$ cat config.mk
export PLATFORM = sky130hd
export DESIGN_NAME = stream_rr_arbiter
export DESIGN_NICKNAME = d
export VERILOG_FILES = /design/src/rtl/stream_rr_arbiter.sv
export SDC_FILE = /design/constraint.sdc
export NUM_CORES = 1
export LEC_CHECK = 0
export BUFFER_PORTS_ARGS = -buffer_cell sky130_fd_sc_hd__buf_2
export CORE_ASPECT_RATIO = 0.75
export CORE_UTILIZATION = 38
export CTS_CLUSTER_SIZE = 28
export DETAILED_ROUTE_END_ITERATION = 16
export PLACE_DENSITY = 0.75
export SETUP_SLACK_MARGIN = 0.5
export SLEW_MARGIN = 20
export SYNTH_ARGS = -nofsm -noshare
export SYNTH_HDL_FRONTEND = slang
export SYNTH_SLANG_ARGS = --single-unit
$ cat constraint.sdc
create_clock -name clock -period 5.38 [get_ports clock]
set_clock_uncertainty 0.2 [all_clocks]
set_input_delay 0.538 -clock clock [delete_from_list [all_inputs] [get_ports clock]]
set_output_delay 0.538 -clock clock [all_outputs]
set_load 0.02 [all_outputs]
$ cat src/rtl/stream_rr_arbiter.sv
// stream_rr_arbiter: round-robin arbiter sharing one registered ready/valid output slot among N requesters.
// Define STREAM_RR_ARBITER_LOCK_EN to add in_last/out_last and lock the grant across multi-beat bursts.
module stream_rr_arbiter #(
  parameter int N     = 4,
  parameter int WIDTH = 32,
  localparam int ID_W = (N > 1) ? $clog2(N) : 1
) (
  input  logic                 clock,
  input  logic                 reset,
  input  logic [N-1:0]         in_valid,
  input  logic [N*WIDTH-1:0]   in_data,
`ifdef STREAM_RR_ARBITER_LOCK_EN
  input  logic [N-1:0]         in_last,
`endif
  output logic [N-1:0]         in_ready,
  output logic                 out_valid,
  output logic [WIDTH-1:0]     out_data,
  output logic [ID_W-1:0]      out_id,
`ifdef STREAM_RR_ARBITER_LOCK_EN
  output logic                 out_last,
`endif
  input  logic                 out_ready
);

  logic [WIDTH-1:0] data_arr [N];
  logic [N-1:0]     eligible;
  logic [N-1:0]     upper_mask;
  logic [N-1:0]     upper_eligible;
  logic [N-1:0]     pick;
  logic [ID_W-1:0]  grant;
  logic [ID_W-1:0]  ptr_next;
  logic             any_eligible;
  logic             free;

  logic [ID_W-1:0]  ptr_reg;
  logic             out_valid_reg;
  logic [WIDTH-1:0] out_data_reg;
  logic [ID_W-1:0]  out_id_reg;
`ifdef STREAM_RR_ARBITER_LOCK_EN
  logic             lock_reg;
  logic [ID_W-1:0]  lock_id_reg;
  logic             out_last_reg;
`endif

  assign free = !out_valid_reg || out_ready;

  genvar gi;
  generate
    for (gi = 0; gi < N; gi++) begin : g_req
      assign data_arr[gi] = in_data[gi*WIDTH +: WIDTH];
`ifdef STREAM_RR_ARBITER_LOCK_EN
      // A held lock masks every requester except the burst owner, idle or not.
      assign eligible[gi] = in_valid[gi] && (!lock_reg || (lock_id_reg == ID_W'(gi)));
`else
      assign eligible[gi] = in_valid[gi];
`endif
      assign upper_mask[gi] = (ID_W'(gi) >= ptr_reg);
      assign in_ready[gi]   = !reset && free && any_eligible && (grant == ID_W'(gi));
    end
  endgenerate

  // Rotating priority: lowest eligible index at or above ptr wins, else wrap to lowest overall.
  assign upper_eligible = eligible & upper_mask;
  assign pick           = (|upper_eligible) ? upper_eligible : eligible;
  assign any_eligible   = |eligible;

  always_comb begin
    grant = '0;
    for (int i = N - 1; i >= 0; i--) begin
      if (pick[i]) begin
        grant = ID_W'(i);
      end
    end
  end

  assign ptr_next = (grant == ID_W'(N - 1)) ? '0 : grant + 1'b1;

  always_ff @(posedge clock or posedge reset) begin
    if (reset) begin
      out_valid_reg <= 1'b0;
      out_data_reg  <= '0;
      out_id_reg    <= '0;
      ptr_reg       <= '0;
`ifdef STREAM_RR_ARBITER_LOCK_EN
      lock_reg      <= 1'b0;
      lock_id_reg   <= '0;
      out_last_reg  <= 1'b0;
`endif
    end else if (free) begin
      if (any_eligible) begin
        out_valid_reg <= 1'b1;
        out_data_reg  <= data_arr[grant];
        out_id_reg    <= grant;
`ifdef STREAM_RR_ARBITER_LOCK_EN
        out_last_reg  <= in_last[grant];
        if (!in_last[grant]) begin
          lock_reg    <= 1'b1;
          lock_id_reg <= grant;
        end else begin
          lock_reg    <= 1'b0;
          ptr_reg     <= ptr_next;
        end
`else
        ptr_reg       <= ptr_next;
`endif
      end else begin
        out_valid_reg <= 1'b0;
      end
    end
  end

  assign out_valid = out_valid_reg;
  assign out_data  = out_data_reg;
  assign out_id    = out_id_reg;
`ifdef STREAM_RR_ARBITER_LOCK_EN
  assign out_last  = out_last_reg;
`endif

endmodule

=== Word level (Yosys, flattened, before mapping) ===
Index checks and enable logic that the tools add are counted.
Widths: inputs -> output; s select.

* Bits in registers: 37
* Latch bits: 0
* Bits in writable memories: 0
* Memory bits (read-only): 0
* Input port bits: 135
* Output and inout port bits: 39
* Logic and storage cells: 38
* Memories: 0

* Add/sub/neg operators: 1
* $mul: 0
* Divide/modulo/power cells: 0
* Magnitude comparators: 5
* Equal/unequal tests: 3
* Shifts and indexed selects: 0
* Mux-type cells: 10
* Bitwise gates (word level): 2
* Reduce and logical (&&, ||, !) cells: 13

{| class="wikitable"
|+ Operator list
! kind !! count
|-
| $bmux 32 s2 || 1
|-
| $mux 32 || 2
|-
| $mux 2 || 5
|-
| $reduce_or 4->1 || 2
|-
| $logic_and 1x1->1 || 6
|-
| $and 4x4->4 || 1
|-
| $eq 2x2->1 const B || 2
|-
| $ge 1x2->1 const A || 2
|-
| $ge 2x2->1 const A || 2
|-
| $mux 4 || 1
|-
| $ge 3x3->1 const B || 1
|-
| $not 2->3 || 1
|-
| $add 2x1->2 const B || 1
|-
| $eq 2x1->1 const B || 1
|-
| $logic_not 1->1 || 2
|-
| $logic_not 2->1 || 1
|-
| $reduce_and 2->1 || 1
|-
| $logic_or 1x1->1 || 1
|-
| $mux 1 || 1
|}

=== Depth between registers and ports, before layout ===
* Depth in word-level cells: 12
* Mapped depth: 8

=== Worst setup path before layout ===
OpenSTA, ideal clock, no wires.

* Path type: input-to-output
* From: input port in_valid[0]
* To: output port in_ready[1]
* Arrival time: 2.030 ns
* Required time: 4.642 ns
* Setup slack: 2.612 ns
* Stages on the path: 6
* Path buffers: 2
* Path through: and2b_2 -> nor3_1 -> o22ai_1 -> buf_4 -> buf_6 -> nor4b_1

* Cells in the longest elaborated chain, start to end: 9
* Elaborated cells between the ends (all ways): 11

{| class="wikitable"
|+ RTL lines
! element !! RTL line !! RTL
|-
| start, declared || 10 || <nowiki>input logic [N-1:0] in_valid,</nowiki>
|-
| $and 4x4->4 || 63 || <nowiki>assign upper_eligible = eligible & upper_mask;</nowiki>
|-
| $reduce_or 4->1 || 64 || <nowiki>assign pick = (|upper_eligible) ? upper_eligible : eligible;</nowiki>
|-
| $mux 4 || 64 ||
|-
| $mux 2 (4 in series) || 70 || <nowiki>if (pick[i]) begin</nowiki>
|-
| $eq 2x1->1 || 58 || <nowiki>assign in_ready[gi] = !reset && free && any_eligible && (grant == ID_W'(gi));</nowiki>
|-
| $logic_and 1x1->1 (*) || 58 ||
|-
| end, declared || 15 || <nowiki>output logic [N-1:0] in_ready,</nowiki>
|}

Every way passes the cells marked *; elsewhere a longest branch is shown, timed or not.

=== Final worst setup path ===
* From: register ptr_reg[1]
* To: output port in_ready[2]

* Cells in the longest elaborated chain, start to end: 10
* Elaborated cells between the ends (all ways): 13

{| class="wikitable"
|+ RTL lines
! element !! RTL line !! RTL
|-
| start, declared || 35 || <nowiki>logic [ID_W-1:0] ptr_reg;</nowiki>
|-
| start signal, assigned || 104 || <nowiki>ptr_reg <= ptr_next;</nowiki>
|-
| $ge 1x2->1 or $ge 2x2->1 (tied branches) || 57 || <nowiki>assign upper_mask[gi] = (ID_W'(gi) >= ptr_reg);</nowiki>
|-
| $and 4x4->4 (*) || 63 ||
|-
| $reduce_or 4->1 || 64 ||
|-
| $mux 4 (*) || 64 ||
|-
| $mux 2 (3 in series) || 70 ||
|-
| $mux 2 (*) || 70 ||
|-
| $eq 2x2->1 (*) || 58 ||
|-
| $logic_and 1x1->1 (*) || 58 ||
|}

Marks and branches as above.

==> flow_metrics.tcl <==
set metrics [dict create \
    ys.warnings.count 0 \
    yosysTopAreaCellShare_pct 37.49 \
    grt_pass1_wl_um 11050 \
    dieHeight_um 71.82 \
    cts-root-buf "clkbuf_8" \
    synth_cell_type_count 28 \
    hold_buffers 0 \
    cts_made_buffers 5 \
    synthTopCellsByArea "dfrtp_1, a221oi_2, mux2i_1, o22ai_1, nor2_1" \
    boundaryPins 174 \
    max-slew-margin-rel_pct 31.26 \
    grt-ovfl-total 0 \
    rows 25 \
    required_ps 4640 \
    synth_edf_count 0 \
    core_sq_um 6287 \
    numPortBuffers 173 \
    p_leak_nw 1.757 \
    crit_path_start_kind "flip-flop" \
    period_needed_ps 3210 \
    worst_pin_slew_ps 1031 \
    final_cell_mix "buf_2, dfrtp_1, nor2_1, mux2i_1, o22ai_1" \
    fin_cells 471 \
    grt_max_degree 40 \
    dp_hpwl_um 5138 \
    crit_start "ptr_reg[1]$_DFFE_PP0P_" \
    post_cts_buffers 0 \
    cp_max_fo 33 \
    crit_chain "or2b_2, o221ai_1, and3_2, and3_1, buf_2" \
    dieArea_sq_um 6829 \
    r2r-start "ptr_reg[1]$_DFFE_PP0P_" \
    ys_async_sr_fraction_pct 100.0 \
    drcViolationCount 0 \
    final_common_cell "buf_2" \
    drt-total-wl_um 7012 \
    avgRoutedWirePerCell_um 14.89 \
    diodes 0 \
    largest_register_ffs 32 \
    syn_area_sq_um 2470 \
    synth_seq_cells 37 \
    ys.flop_type "dfrtp_1" \
    critPathMaxStageDelay_ps 880 \
    antenna_left 0 \
    gp_congestion 0.8117 \
    clock_latency_ps 280 \
    grt_usage_pct 20.78 \
    nets 525 \
    seq_area_frac_synth_pct 37.49 \
    maxCapViolations 0 \
    syn2layout_area_growth_pct 37.03 \
    ir_drop_v 0.0003027 \
    start_util_pct 39.28 \
    syn-num-nets 364 \
    syn_inst 228 \
    routed_via_density 5.276 \
    worstPathArrival_ps 2470 \
    placed_cells 463 \
    h-tree-depth 2 \
    critPathKind "reg2out" \
    path_clk_slew_ps 70 \
    cts_tree "done" \
    power_density_nw_per_um2 377.1 \
    fmax_mhz 311.5 \
    grt_pass1_vias 2404 \
    final_hold_viol_count 0 \
    critical-path-slowest-cell "and3_2" \
    status "complete, no violations" \
    synth_largest_area_cell "dfrtp_1" \
    clk_path_buf_depth 2 \
    timing.final.max_slew_violations 0 \
    drt_iter0_markers 65 \
    total_power_mw 1.276 \
    drive_gt1_share_pct 56.67 \
    end_kind "output port" \
    finalCritPeriodShare_pct 59.67 \
    die_w_um 95.09 \
    grt_antenna_before_repair 0 \
    rsz0062_at_grt "no" \
    tns_ps 0 \
    drt-pass1-iter-count 4 \
    min_path_type "in2async" \
    setup_viol 0 \
    ctsResizeCount 0 \
    syn_avg_cell_area_sq_um 10.83 \
    vias 2485 \
    clkSinkCount 37 \
]
==> through the flow <==
stage,hold slack (ps),setup slack [ps],util (%),cell area [sq um]
after detailed placement,265.8,2126,52.18,3281
final,109.3,2170,53.83,3385
after CTS,119.2,2161,53.79,3382
after floorplan,347.4,2612,-,2470
after global placement,265.1,2303,52.18,3281
after global routing,132.9,2011,53.83,3385
==> worst max-delay path: cells and delay by family, from the launching register on <==
family,cells,cell delay (ps)
flip-flops,1,480
buffers and inverters,1,160
AND/OR/NAND/NOR,3,1470
AO/OA/AOI/OAI,1,80
==> worst paths after layout <==
kind	to	slack, ps	cells past startpoint
min in group clock	out_id[1]$_DFFE_PP0P_	280	2
max in group asynchronous	out_data[11]$_DFFE_PP0P_	4220	3
min reg2reg	out_id[1]$_DFFE_PP0P_	280	2
max reg2reg	out_data[0]$_DFFE_PP0P_	2850	5
max	in_ready[2]	2170	5
min	out_data[10]$_DFFE_PP0P_	110	2
==> per-layer routing <==
layer,vias to the layer above,GRT usage (%),routed length [um]
met3,2,4.671,457
met4,0,3.872,20
li1,1213,-,-
met2,101,38.73,3547
met1,1169,24.38,2987
met5,-,0,0
==> cell usage after synthesis, types with 3 or more instances <==
cell	number
a21oi_1	4
a221oi_1	4
a221oi_2	29
and3_1	4
buf_12	3
buf_2	5
buf_4	7
buf_6	5
dfrtp_1	37
inv_1	5
mux2i_1	32
nand2_1	7
nor2_1	35
o21ai_0	5
o22ai_1	33
==> area by class of cell <==
type,instances,area (sq um)
Fill cell,616,2903
Multi-Input combinational cell,164,1349
Sequential cell,37,925.9
Timing Repair Buffer,176,888.4
Tap cell,81,101.3
Clock buffer,7,96.34
Inverter,5,18.77
Clock inverter,1,5.005
==> cell families (layout without fill, tap and decap cells) <==
logic type      after synthesis  count (layout)  synth area share [%]
flops                        37              37                 37.49
buf+inv                      27             189                 9.118
compound gates               79              79                 30.75
simple gates                 52              52                 9.170
mux                          32              32                 12.97
fa+ha+maj                     1               1                0.5065
==> power by group <==
group | internal [mW] | leakage, nW | switching, mW
sequential | 0.361 | 0.423 | 0.0511
clock | 0.116 | 0.0542 | 0.0924
combinational | 0.262 | 1.28 | 0.393
total | 0.740 | 1.76 | 0.537
(Power assumes the default switching activity.)
